## config.mk

```make
export PLATFORM = sky130hd
export DESIGN_NAME = fir_serial_mac_flat
export DESIGN_NICKNAME = d
export VERILOG_FILES = /design/src/rtl/fir_serial_mac_if.sv /design/src/rtl/fir_serial_mac.sv /design/src/flat_wrapper.sv
export SDC_FILE = /design/constraint.sdc
export NUM_CORES = 2
export LEC_CHECK = 0
export CAP_MARGIN = 5
export CORE_ASPECT_RATIO = 2
export CORE_MARGIN = 3
export CORE_UTILIZATION = 61
export CTS_CLUSTER_DIAMETER = 60
export DETAILED_ROUTE_END_ITERATION = 16
export PLACE_DENSITY = 0.78
export SYNTH_ARGS = -nofsm -noshare
export SYNTH_HDL_FRONTEND = slang
export SYNTH_SLANG_ARGS = --single-unit
export TNS_END_PERCENT = 20
```

## constraint.sdc

```tcl
create_clock -name clk -period 16.36 [get_ports clk]
set_input_delay 3.272 -clock clk [delete_from_list [all_inputs] [get_ports clk]]
set_output_delay 3.272 -clock clk [all_outputs]
set_load 0.03 [all_outputs]
```

## src/rtl/fir_serial_mac_if.sv

```systemverilog
// fir_serial_mac_if: sample stream, coefficient ROM and result bundle for the serial FIR engine
interface fir_serial_mac_if;
    logic signed [15:0] din;
    logic               in_valid;
    logic               in_ready;
    logic               tone_sel;
    logic [5:0]         coef_addr;
    logic               coef_sel;
    logic signed [15:0] coef_data;
    logic signed [15:0] dout;
    logic               dout_valid;
    modport master (
        output din, in_valid, tone_sel, coef_data,
        input  in_ready, coef_addr, coef_sel, dout, dout_valid
    );
    modport slave (
        input  din, in_valid, tone_sel, coef_data,
        output in_ready, coef_addr, coef_sel, dout, dout_valid
    );
endinterface

```

## src/rtl/fir_serial_mac.sv

```systemverilog
// fir_serial_mac: single-multiplier 64-tap FIR; FIR_SAT_EN selects output saturation instead of wrap
module fir_serial_mac #(
    parameter int SHIFT = 15,
    parameter int ACC_W = 38
) (
    input logic             clk,
    input logic             rst,
    fir_serial_mac_if.slave bus
);
    typedef enum logic [1:0] {IDLE, MAC, DRAIN, OUT} state_t;
    state_t                  state, state_n;
    logic signed [15:0]      hist [64];
    logic [5:0]              ptr, tap, rd;
    logic signed [31:0]      prod;
    logic signed [ACC_W-1:0] acc, acc_sum, acc_rnd;
    logic signed [15:0]      y, dout_r;
    logic                    sel;
`ifdef FIR_SAT_EN
    logic signed [ACC_W-1:0] acc_sh;
`endif
    // state register
    always_ff @(posedge clk) begin
        if (rst) state <= IDLE;
        else     state <= state_n;
    end
    // next state, handshake and ROM drive
    always_comb begin
        state_n = state == IDLE  ? (bus.in_valid ? MAC : IDLE) :
                  state == MAC   ? (tap == 6'd63 ? DRAIN : MAC) :
                  state == DRAIN ? OUT : IDLE;
        bus.in_ready   = state == IDLE;
        bus.dout_valid = state == OUT;
        bus.coef_addr  = state == MAC ? tap : 6'd0;
        bus.coef_sel   = sel;
        bus.dout       = dout_r;
    end
    // tap read address walks backwards from the newest sample; rounding and output reduction
    always_comb begin
        rd      = ptr - 6'd1 - tap;
        acc_sum = acc + ACC_W'(prod);
        acc_rnd = acc_sum + (ACC_W'(1) << (SHIFT - 1));
`ifdef FIR_SAT_EN
        acc_sh  = acc_rnd >>> SHIFT;
        y       = acc_sh > ACC_W'(32767)  ? 16'sh7fff :
                  acc_sh < -ACC_W'(32768) ? 16'sh8000 : acc_sh[15:0];
`else
        y       = 16'(acc_rnd >>> SHIFT);
`endif
    end
    // history write on accept, pipelined multiply-accumulate, result capture in DRAIN
    always_ff @(posedge clk) begin
        if (rst) begin
            for (int i = 0; i < 64; i++) hist[i] <= '0;
            ptr    <= '0;
            tap    <= '0;
            acc    <= '0;
            prod   <= '0;
            sel    <= 1'b0;
            dout_r <= '0;
        end else begin
            if (state == IDLE && bus.in_valid) begin
                hist[ptr] <= bus.din;
                ptr       <= ptr + 6'd1;
                sel       <= bus.tone_sel;
                acc       <= '0;
                prod      <= '0;
                tap       <= '0;
            end
            if (state == MAC) begin
                prod <= 32'(bus.coef_data) * 32'(hist[rd]);
                acc  <= acc_sum;
                tap  <= tap + 6'd1;
            end
            if (state == DRAIN) begin
                acc    <= acc_sum;
                dout_r <= y;
            end
        end
    end
endmodule

```

## src/flat_wrapper.sv

```systemverilog
// flat-port wrapper written by rule: the top's interface ports become plain ports
module fir_serial_mac_flat 
#(
    parameter int SHIFT = 15,
    parameter int ACC_W = 38
)
  (clk, rst, bus_din, bus_in_valid, bus_tone_sel, bus_coef_data, bus_in_ready, bus_coef_addr, bus_coef_sel, bus_dout, bus_dout_valid);
  fir_serial_mac_if bus_i ();
  input logic clk;
  input logic rst;
  input wire logic [$bits(bus_i.din)-1:0] bus_din;
  input wire logic [$bits(bus_i.in_valid)-1:0] bus_in_valid;
  input wire logic [$bits(bus_i.tone_sel)-1:0] bus_tone_sel;
  input wire logic [$bits(bus_i.coef_data)-1:0] bus_coef_data;
  output wire logic [$bits(bus_i.in_ready)-1:0] bus_in_ready;
  output wire logic [$bits(bus_i.coef_addr)-1:0] bus_coef_addr;
  output wire logic [$bits(bus_i.coef_sel)-1:0] bus_coef_sel;
  output wire logic [$bits(bus_i.dout)-1:0] bus_dout;
  output wire logic [$bits(bus_i.dout_valid)-1:0] bus_dout_valid;
  assign bus_i.din = bus_din;
  assign bus_i.in_valid = bus_in_valid;
  assign bus_i.tone_sel = bus_tone_sel;
  assign bus_i.coef_data = bus_coef_data;
  assign bus_in_ready = bus_i.in_ready;
  assign bus_coef_addr = bus_i.coef_addr;
  assign bus_coef_sel = bus_i.coef_sel;
  assign bus_dout = bus_i.dout;
  assign bus_dout_valid = bus_i.dout_valid;
  fir_serial_mac #(.SHIFT(SHIFT), .ACC_W(ACC_W)) u_core (.clk(clk), .rst(rst), .bus(bus_i));
endmodule
```

==> results.ini <==
[synth]
synthFlopType=edfxtp_1
synth_fp_nets=4998
synth_mux_area_frac=0.121
syn-instance-count=4586
synth-simple-area-share=0.162
synth_area_per_cell_um2=13.6
ys_types=91
yosysTopAreaCell=edfxtp_1
synth_edf_count=1024
synth_compound_area_frac=0.0329
synth_area_um2=62200
yosysWarnings=0
synth_top_family_by_area=simple AND/OR/NAND/NOR gates
synth_fa_ha_area_frac=0.107
synth_area_leaders=edfxtp_1, mux4_2, and2_1
seq_area_frac_synth=0.525
synth_top_area_share=0.495
ys_seq_elements=1117
synth-async-reset-ratio=0
synthXorXnorAreaFrac=0.0117

[timing]
setup_viol=0
worst_slew_pin_slew_ps=1280
slew_violations=0
period_minus_slack_ps=11310
timing.fmax_mhz=88.4
fin_tns_setup_ps=0
max_slew_margin=0.144
rsz0062_at_grt=no
clock_skew_ps=45.5
fin_crit_sh=0.691
hold_viol=0

[route]
vias=37062
drtAntennaViolNets=0
viasPerCell=6.24
met2_wirelength_um=85300
post-route-drc-count=0
routedWlPerCell_um=27.4
wl_met1_um=53100
top_layer_used=met5
drt-total-wl_um=163000
dr.pass1.iters=7
met3_length_um=10700
first_iter_violations=3455

[worst_setup_path]
critPathKind=reg -> reg
crit_top_cell=fa_1
cp_max_fo=42
startpoint_type=register
cpPeakStageDelay_ps=1030
cp.arrival_ps=11930
endpoint_kind=register
worst_ep_required_time_ps=16980
cp_slowest_cell=fa_4
rrSetupSlack_ps=5050

[cts]
cts_setup_buffers=0
path_clk_slew_ps=70
clock_latency_ps=720
cts_root_buffer=clkbuf_16
cts_buffer_depth=3
cts_num_sinks=1117
cts_resized=0
numCtsBuffers=97
h-tree-depth=3
cts_tree=done
hold_buffers=0

[floorplan]
die_area_um2=106000
core_um2=101000
initial_core_util=0.615
die_w_um=232
num_rows=165
die_y_um=457
io_pins=61

[place]
gp_congestion=0.969
portBuffers=60
dp_hpwl_um=109000

[run_status]
status=completed

[grt]
grt_usage=0.315
grt_overflow=0
grt_max_degree=124
grt_pass1_vias=38938
antenna_found_initial=7
grt_pass1_wl_um=245000

[final_layout]
mostFrequentLayoutCell=and2_1
syn2layout_area_growth_pct=7.83
most-common-layout-cells=and2_1, edfxtp_1, mux4_2
drive_gt1_frac=0.155
nets=4929

[min_path]
hold_path_class=reg -> reg

[job]
cap_viol_max_count=0

## state kept, by name, indices dropped and copies added (netlist names)
name	flops
u_core.hist	1024
u_core.acc	31
u_core.prod	31
u_core.bus.dout	16
u_core.ptr	6
u_core.tap	6
u_core.state	2
u_core.bus.coef_sel	1
## critical path: cells and delay by family, from the launching register on
| family | cells | cell delay, ps |
|---|---|---|
| AO/OA/AOI/OAI | 9 | 2470 |
| adder cells (fa/ha/maj) | 9 | 4570 |
| buffers and inverters | 7 | 2160 |
| flip-flops | 1 | 380 |
| multiplexers | 3 | 1300 |
| AND/OR/NAND/NOR | 2 | 290 |
## cell usage after synthesis (35+ instances only)
cell / instances
edfxtp_1: 1024
buf_2: 39
nand2_1: 152
or2_2: 70
and2_1: 1051
nand3_1: 50
dfxtp_1: 93
fa_1: 258
a21oi_1: 69
inv_1: 298
clkbuf_1: 229
mux4_2: 312
xnor2_1: 45
nor2b_1: 130
nor2_1: 180
nand2b_1: 35
ha_1: 118
## layout make-up
class	instances	area, um2
Sequential cell	1117	32600
Clock inverter	64	701
Multi-Input combinational cell	2846	27100
Clock buffer	118	2570
Fill cell	6979	34100
Antenna cell	4	10.0
Timing Repair Buffer	157	1280
Tap cell	1336	1670
Inverter	298	1120
## routing by layer
layer / GRT usage / vias to the layer above
met4: 0.223 / 2
met1: 0.352 / 18990
met5: 0 / -
met3: 0.0469 / 490
li1: - / 15884
met2: 0.548 / 1696
## stage by stage
step / setup slack [ps] / utilization / cell area [um2] / hold slack (ps) / cells
floorplan: 7320 / - / 62200 / 432 / 4586
finish: 5050 / 0.663 / 67000 / 457 / 5940
global route: 4680 / 0.663 / 67000 / 484 / 5937
global placement: 5370 / 0.630 / 63800 / 442 / 5754
CTS: 5280 / 0.663 / 67000 / 462 / 5936
detailed placement: 5300 / 0.630 / 63800 / 453 / 5754
## path summary, 6_finish.rpt
path / startpoint / to / cells past startpoint
worst max-delay path: u_core.tap[0]$_SDFFE_PP0P_ / u_core.prod[29]$_SDFFE_PP0P_ / 30
worst min-delay path: u_core.bus.dout[0]$_SDFFE_PP0P_ / u_core.bus.dout[0]$_SDFFE_PP0P_ / 2
worst max register to register: u_core.tap[0]$_SDFFE_PP0P_ / u_core.prod[29]$_SDFFE_PP0P_ / 30
worst min register to register: u_core.bus.dout[0]$_SDFFE_PP0P_ / u_core.bus.dout[0]$_SDFFE_PP0P_ / 2
## kinds of logic (layout without fill, tap and decap cells)
kind of cell             after synthesis  after routing
XOR/XNOR                              79             79
other                                  0              4
multiplexers                         358            358
buffers and inverters                623            637
AND/OR/NAND/NOR                     1743           1743
adder cells (fa/ha/maj)              376            376
AO/OA/AOI/OAI                        290            290
flip-flops                          1117           1117
Power is not shown: default switching activity piles up to over one toggle a cycle in this logic, so the estimate is an artifact.
